===== config.mk =====
export PLATFORM = sky130hd
export DESIGN_NAME = lsu_ctrl
export DESIGN_NICKNAME = d
export VERILOG_FILES = /design/src/rtl/lsu_pkg.sv /design/src/rtl/lsu_align.sv /design/src/rtl/lsu_ctrl.sv
export SDC_FILE = /design/constraint.sdc
export NUM_CORES = 1
export LEC_CHECK = 0
export CAP_MARGIN = 20
export CORE_MARGIN = 2
export CORE_UTILIZATION = 34
export CTS_BUF_LIST = sky130_fd_sc_hd__clkbuf_16
export CTS_CLUSTER_DIAMETER = 60
export DETAILED_ROUTE_END_ITERATION = 7
export PLACE_DENSITY = 0.65
export SLEW_MARGIN = 20
export SYNTH_ARGS = -nofsm -noshare
export SYNTH_HDL_FRONTEND = slang
export SYNTH_SLANG_ARGS = --single-unit

===== constraint.sdc =====
create_clock -name clk -period 5.9 [get_ports clk]
set_clock_uncertainty 0.1 [all_clocks]
set_input_delay 1.18 -clock clk [delete_from_list [all_inputs] [get_ports clk]]
set_output_delay 1.18 -clock clk [all_outputs]
set_load 0.02 [all_outputs]

===== src/rtl/lsu_pkg.sv =====
// Shared encodings and FSM state type for the load/store unit.
// Imported by lsu_ctrl and lsu_align.
package lsu_pkg;

  localparam int TIMEOUT_DEF = 255;

  localparam logic [2:0] MM_B  = 3'b000;
  localparam logic [2:0] MM_H  = 3'b001;
  localparam logic [2:0] MM_W  = 3'b010;
  localparam logic [2:0] MM_BU = 3'b011;
  localparam logic [2:0] MM_HU = 3'b100;

  typedef enum logic [1:0] {
    S_IDLE,
    S_REQ,
    S_WAIT,
    S_DONE
  } lsu_state_e;

  function automatic logic is_half(input logic [2:0] m);
    return (m == MM_H) || (m == MM_HU);
  endfunction

  function automatic logic is_word(input logic [2:0] m);
    return m == MM_W;
  endfunction

endpackage


===== src/rtl/lsu_align.sv =====
// Byte-lane steering: byte enables, store lane replication,
// and load shift plus sign/zero extension.
module lsu_align
  import lsu_pkg::*;
(
  input  logic [2:0]  mode_i,
  input  logic [1:0]  off_i,
  input  logic [31:0] wdata_i,
  input  logic [31:0] rdata_i,
  output logic [3:0]  be_o,
  output logic [31:0] wdata_o,
  output logic [31:0] rdata_o
);

  logic [31:0] sh;

  assign sh = rdata_i >> {off_i, 3'b000};

  // Unlisted encodings fall back to full-word behaviour.
  always_comb begin
    be_o    = 4'b1111;
    wdata_o = wdata_i;
    rdata_o = sh;
    case (mode_i)
      MM_B: begin
        be_o    = 4'b0001 << off_i;
        wdata_o = {4{wdata_i[7:0]}};
        rdata_o = {{24{sh[7]}}, sh[7:0]};
      end
      MM_BU: begin
        be_o    = 4'b0001 << off_i;
        wdata_o = {4{wdata_i[7:0]}};
        rdata_o = {24'h0, sh[7:0]};
      end
      MM_H: begin
        be_o    = 4'b0011 << {off_i[1], 1'b0};
        wdata_o = {2{wdata_i[15:0]}};
        rdata_o = {{16{sh[15]}}, sh[15:0]};
      end
      MM_HU: begin
        be_o    = 4'b0011 << {off_i[1], 1'b0};
        wdata_o = {2{wdata_i[15:0]}};
        rdata_o = {16'h0, sh[15:0]};
      end
      default: ;
    endcase
  end

endmodule


===== src/rtl/lsu_ctrl.sv =====
// Load/store controller: one outstanding bus access, pipeline stall,
// alignment check and wait-timeout abort.
module lsu_ctrl
  import lsu_pkg::*;
#(
  parameter int TIMEOUT = TIMEOUT_DEF
) (
  input  logic        clk,
  input  logic        rst,
  input  logic        rd_en,
  input  logic        wr_en,
  input  logic [2:0]  mem_mode,
  input  logic [31:0] addr,
  input  logic [31:0] wdata,
  output logic        stall,
  output logic [31:0] rdata,
  output logic        misaligned,
  output logic        bus_err,
  output logic        bus_valid,
  input  logic        bus_ready,
  output logic        bus_we,
  output logic [31:0] bus_addr,
  output logic [3:0]  bus_be,
  output logic [31:0] bus_wdata,
  input  logic        bus_rvalid,
  input  logic [31:0] bus_rdata
);

  localparam logic [15:0] TO = 16'(TIMEOUT);

  lsu_state_e  state_q, state_d;
  logic [31:0] addr_q, addr_d;
  logic [31:0] wdata_q, wdata_d;
  logic [31:0] rdata_q, rdata_d;
  logic [2:0]  mode_q, mode_d;
  logic        we_q, we_d;
  logic        err_q, err_d;
  logic [15:0] cnt_q, cnt_d;
  logic [15:0] cnt_inc;
  logic        req;
  logic        start;
  logic [31:0] ld_data;

  assign req = rd_en | wr_en;
  assign misaligned = req &&
    ((is_half(mem_mode) && addr[0]) ||
     (is_word(mem_mode) && (addr[1:0] != 2'b00)));
  assign start = (state_q == S_IDLE) && req && !misaligned;
  assign cnt_inc = cnt_q + 16'd1;

  lsu_align u_align (
    .mode_i  (mode_q),
    .off_i   (addr_q[1:0]),
    .wdata_i (wdata_q),
    .rdata_i (bus_rdata),
    .be_o    (bus_be),
    .wdata_o (bus_wdata),
    .rdata_o (ld_data)
  );

  assign bus_addr = {addr_q[31:2], 2'b00};
  assign bus_we   = we_q;
  assign bus_err  = err_q;
  assign rdata    = (state_q == S_DONE) ? rdata_q : 32'h0;

  always_comb begin
    state_d   = state_q;
    addr_d    = addr_q;
    mode_d    = mode_q;
    wdata_d   = wdata_q;
    we_d      = we_q;
    rdata_d   = rdata_q;
    cnt_d     = cnt_q;
    err_d     = 1'b0;
    stall     = 1'b0;
    bus_valid = 1'b0;
    unique case (state_q)
      S_IDLE: begin
        stall = start;
        if (start) begin
          state_d = S_REQ;
          addr_d  = addr;
          mode_d  = mem_mode;
          wdata_d = wdata;
          we_d    = wr_en;
          rdata_d = 32'h0;
          cnt_d   = 16'h0;
        end
      end
      S_REQ: begin
        stall     = 1'b1;
        bus_valid = 1'b1;
        cnt_d     = cnt_inc;
        // An accepted handshake beats a coincident timeout.
        if (bus_ready) begin
          state_d = we_q ? S_DONE : S_WAIT;
        end else if (cnt_inc == TO) begin
          state_d = S_DONE;
          err_d   = 1'b1;
          rdata_d = 32'h0;
        end
      end
      S_WAIT: begin
        stall = 1'b1;
        cnt_d = cnt_inc;
        if (bus_rvalid) begin
          state_d = S_DONE;
          rdata_d = ld_data;
        end else if (cnt_inc == TO) begin
          state_d = S_DONE;
          err_d   = 1'b1;
          rdata_d = 32'h0;
        end
      end
      S_DONE: begin
        state_d = S_IDLE;
      end
      default: begin
        state_d = S_IDLE;
      end
    endcase
  end

  always_ff @(posedge clk or posedge rst) begin
    if (rst) begin
      state_q <= S_IDLE;
      addr_q  <= 32'h0;
      mode_q  <= MM_B;
      wdata_q <= 32'h0;
      we_q    <= 1'b0;
      rdata_q <= 32'h0;
      cnt_q   <= 16'h0;
      err_q   <= 1'b0;
    end else begin
      state_q <= state_d;
      addr_q  <= addr_d;
      mode_q  <= mode_d;
      wdata_q <= wdata_d;
      we_q    <= we_d;
      rdata_q <= rdata_d;
      cnt_q   <= cnt_d;
      err_q   <= err_d;
    end
  end

endmodule


; After elaboration in Yosys (flattened, before gate mapping)
; Cells that the tools add are included.
[classes]
n_addsub = 1
eq_ne = 12
shift = 3
muxes = 23
bitwise = 1
reduce_logical = 19
[op_table]
columns = cell, n
row1 = 2-to-1 mux 32 bit, 5
row2 = case mux 32 bit (4 select lines), 1
row3 = case mux 32 bit (3 select lines), 1
row4 = case mux 32 bit (2 select lines), 1
row5 = case mux 16 bit (2 select lines), 1
row6 = right shift 32 x 5 -> 32 bit, 1
row7 = adder 16 x 1 -> 16 bit (second input constant), 1
row8 = == test 16 x 8 -> 1 bit (second input constant), 1
row9 = 2-to-1 mux 16 bit, 1
row10 = 2-to-1 mux 2 bit, 4
row11 = case mux 2 bit (4 select lines), 1
row12 = case mux 4 bit (2 select lines), 1
row13 = == test 3 x 1 -> 1 bit (second input constant), 2
row14 = == test 3 x 2 -> 1 bit (second input constant), 2
row15 = == test 3 bit (second input constant), 2
row16 = OR reduction 2 bit, 3
row17 = logical AND 1 bit, 5
row18 = 2-to-1 mux 1 bit, 5
row19 = == test 2 bit (second input constant), 2
row20 = != test 2 bit (second input constant), 2
row21 = case mux 1 bit (2 select lines), 2
row22 = AND reduction 2 bit, 2
row23 = nonzero test 2 bit, 2
row24 = left shift 1 x 2 -> 4 bit (first input constant), 1
row25 = other kinds (9), 10
[word_totals]
regBits = 119
inputBits = 105
output_inout_bits = 105
word_cells = 67

; Longest topological paths before layout
[logic_depth]
word_depth = 9
depth_mapped = 10
depth_no_buf = 8

; Hierarchy
; From an unflattened synthesis, not the netlist that was laid out.
[hier_totals]
hier_cells = 798
area_unflattened_um2 = 7505.9
[by_module_without_submodules]
columns = mod, instances, cells_per_inst, area_per_inst_um2, seq_area_each_um2
row1 = lsu_ctrl, 1, 594, 6198.4, 2977.9
row2 = lsu_align, 1, 204, 1307.5, 0.0

; Worst setup path after synthesis
; No wires, ideal clock.
[synth_timing]
path_kind = in2out
from = input port mem_mode[0]
to = output port stall
t_arrival_ps = 2704
required_time_ps = 4620
path_slack_ps = 1916
stages = 4
cell_sequence = or4b_2 -> nand4_1 -> clkbuf_1 -> a21oi_1
[synth_between]
elab_chain_cells = 8
elab_cells_between_ends = 11
[synth_rtl]
columns = element, line_no
row1 = start: declaration, lsu_ctrl.sv:12  ; input logic [2:0] mem_mode,
row2 = == test 3 x 1 -> 1 bit or == test 3 bit (tied branches), lsu_pkg.sv:21  ; return (m == MM_H) || (m == MM_HU);
row3 = logical OR 1 bit, lsu_pkg.sv:21
row4 = logical AND 1 bit, lsu_ctrl.sv:46  ; ((is_half(mem_mode) && addr[0]) ||
row5 = logical OR 1 bit *, lsu_ctrl.sv:46
row6 = logical AND 1 bit *, lsu_ctrl.sv:45  ; assign misaligned = req &&
row7 = zero test 1 bit *, lsu_ctrl.sv:48  ; assign start = (state_q == S_IDLE) && req && !misaligned;
row8 = logical AND 1 bit *, lsu_ctrl.sv:48
row9 = case mux 1 bit (2 select lines) *, lsu_ctrl.sv:77  ; unique case (state_q)
row10 = end: declaration, lsu_ctrl.sv:15  ; output logic stall,
; Every way passes the cells marked *; elsewhere a longest branch is shown, timed or not.

; Worst setup path in the final report
[layout_timing]
from = input port addr[1]
to = output port misaligned
[layout_between]
elab_chain_cells = 4
[layout_rtl]
columns = element, line_no
row1 = start: declaration, lsu_ctrl.sv:13  ; input logic [31:0] addr,
row2 = nonzero test 2 bit, lsu_ctrl.sv:47  ; (is_word(mem_mode) && (addr[1:0] != 2'b00)));
row3 = logical AND 1 bit, lsu_ctrl.sv:47
row4 = logical OR 1 bit, lsu_ctrl.sv:46
row5 = logical AND 1 bit, lsu_ctrl.sv:45
row6 = end: declaration, lsu_ctrl.sv:17  ; output logic misaligned,
; Every way passes these cells.

==> impl_metrics.tcl <==
set metrics [dict create \
    hp-class "flop to flop" \
    avgSynthCellArea_um2 9.65 \
    critPathKind "input port to primary output" \
    grt_pass1_wl_mm 31.8 \
    vias 5981 \
    fin_crit_ps 4580 \
    met3_usage_pct 6.87 \
    synth_top_flop_cell "dfrtp_1" \
    area_growth_pct 36.2 \
    clk_latency_ps 420 \
    place_hpwl_mm 14.4 \
    cts.htree.levels 4 \
    wl_mm 20.0 \
    synth_top_area_share_pct 42.0 \
    hold_violations 0 \
    place.gp.congestion 0.828 \
    ant_nets 0 \
    grt_pass1_vias 5841 \
    drive_gt1_share_pct 15.7 \
    synth_most_common_cell "dfrtp_1" \
    drc 0 \
    yosys-top-cells-area "dfrtp_1, mux2_2, nand2_1" \
    power_density_nw_per_um2 572 \
    required_ps 4620 \
    rows 52 \
    gr-usage-all-layers_pct 18.6 \
    coreArea_um2 20400 \
    slowest_stage "or4b_2" \
    die_area_um2 22000 \
    post_drt_wl_per_cell_um 17.2 \
    fmax_mhz 218 \
    synth-edff-count 0 \
    crit_path_max_incr_delay_ps 650 \
    drt_iter0_drc 383 \
    fin_setup_tns_ps 0 \
    use_met2_pct 30.0 \
    cts.sinks 119 \
    overflow 0 \
    port_buffers 207 \
    rrSetupSlack_ps 2560 \
    drt_pass1_iterations 6 \
    crit_buf_inv 2 \
    endpoint_kind "primary output" \
    worst_slew_pin_slew_ps 972 \
    grt_max_degree 73 \
    busiest_layer "met2" \
    dp_cells 1134 \
    cp_cell_sequence "clkdlybuf4s50_1 > nor2_1 > or4b_2 > a21boi_0 > clkdlybuf4s50_1" \
    critical_path.top_delay_family "buffers and inverters" \
    ir_worst_vdd_mv 0.328 \
    ioPinCount 210 \
    path_max_fanout 3 \
    slew_violations 0 \
    ys_top_cells_by_count "dfrtp_1, nand2_1, mux2_2, o21ai_0, buf_4" \
    fin_cells 1166 \
    synth_seq_area_share_pct 42.0 \
    use_met1_pct 23.0 \
    cts.repair.resized 0 \
    initial_utilization_pct 34.8 \
    die_w_um 148 \
    status "finished clean" \
    ys_types 68 \
    grt_antenna_before_repair 0 \
    setup_viol 0 \
    insertedDiodeCount 0 \
    power_leakage_nw 3.98 \
    arrival_ps 3300 \
    rsz0062_at_grt "false" \
    synth-async-reset-ratio_pct 100 \
    yosys.area.top_type "dfrtp_1" \
    avgViaCountPerCell 5.13 \
    min_period_over_period_pct 77.7 \
    syn_area_um2 7100 \
    synth-seq-cells 119 \
    cts-buffers-inserted 17 \
    layout.nets 996 \
    cpMostUsedCell "clkdlybuf4s50_1" \
    power_mw 5.53 \
    relSlewSlack_pct 35.2 \
    yosys_warnings 0 \
    clock-root-buffer "clkbuf_16" \
    clk_path_buf_depth 2 \
    postCtsSetupBuffers 0 \
    netlist_instances 735 \
    hold_buffers 0 \
    die_y_um 148 \
    max_cap_viol_count 0 \
    cts_tree "yes" \
    start_kind "input port" \
    clk_pin_slew_ps 60 \
]
## area by class of cell
| cell class | count | area (µm²) |
|---|---|---|
| Timing Repair Buffer | 216 | 2140 |
| Inverter | 27 | 104 |
| Clock buffer | 17 | 425 |
| Multi-Input combinational cell | 502 | 3500 |
| Sequential cell | 119 | 2980 |
| Clock inverter | 15 | 178 |
| Fill cell | 1953 | 10700 |
| Tap cell | 270 | 338 |
## worst paths after layout
check | end | cells past startpoint | startpoint
max | misaligned | 5 | addr[1]
min | rdata_q[30]$_DFFE_PP0P_ | 1 | rdata_q[30]$_DFFE_PP0P_
max reg2reg | rdata_q[11]$_DFFE_PP0P_ | 6 | cnt_q[2]$_DFFE_PP0P_
min reg2reg | rdata_q[30]$_DFFE_PP0P_ | 1 | rdata_q[30]$_DFFE_PP0P_
max in group asynchronous | cnt_q[0]$_DFFE_PP0P_ | 3 | rst
min in group asynchronous | wdata_q[7]$_DFFE_PP0P_ | 3 | rst
## metrics by stage
step,setup WS [ps],util [%],hold WS (ps),instance area [µm²]
floorplan,1460,-,358,7100
global placement,1300,44.5,378,9060
detailed placement,1300,44.5,375,9060
CTS,1290,47.5,396,9670
global route,1250,47.5,411,9670
finish,1320,47.5,392,9670
## worst reg2reg max path, cell delays in order (launching register included)
cell	delay, ps
dfrtp_1	520
nand4_4	220
or4_4	590
a221o_1	420
o41ai_4	820
o21a_4	420
o21ai_0	130
## routing by layer
| metal | routed length, µm | share of wire [%] |
|---|---|---|
| met1 | 8440 | 42 |
| met2 | 9540 | 48 |
| met3 | 1670 | 8.3 |
| met4 | 376 | 1.9 |
| met5 | 0 | 0 |
## sequential cells by signal (all words and copies together) (netlist names)
signal,flops
addr_q,32
state_q,2
bus_err,1
bus_we,1
mode_q,3
wdata_q,32
rdata_q,32
cnt_q,16
## power breakdown
part           internal [mW]  leakage (nW)  switching (mW)
Clock                  0.666         0.289           0.403
Sequential              1.12          1.50           0.239
Combinational           1.36          2.19            1.74
Total                   3.15          3.98            2.38
## cells in the final DEF (no fill, tap or decap), drive strengths merged, types with 20 or more instances in the layout
cell type,synthesis,final
nor2,36,36
a22o,20,20
nand2,87,87
o21ai,74,74
mux2,76,76
inv,27,32
clkdlybuf4s50,0,207
mux2i,22,22
a21oi,24,24
and2,33,33
dfrtp,119,119
## cells by family after synthesis
kind of cell	Yosys count	synth area share [%]
AOI/OAI and AO/OA	178	17.0
xor gates and xnor gates	5	0.617
adders and majority gates	8	1.41
buffers and inverters	115	8.75
DFF	119	42.0
muxes	99	15.5
other	1	0.0528
and+or+nand+nor	210	14.7
Power figures use the tool's default switching activity.
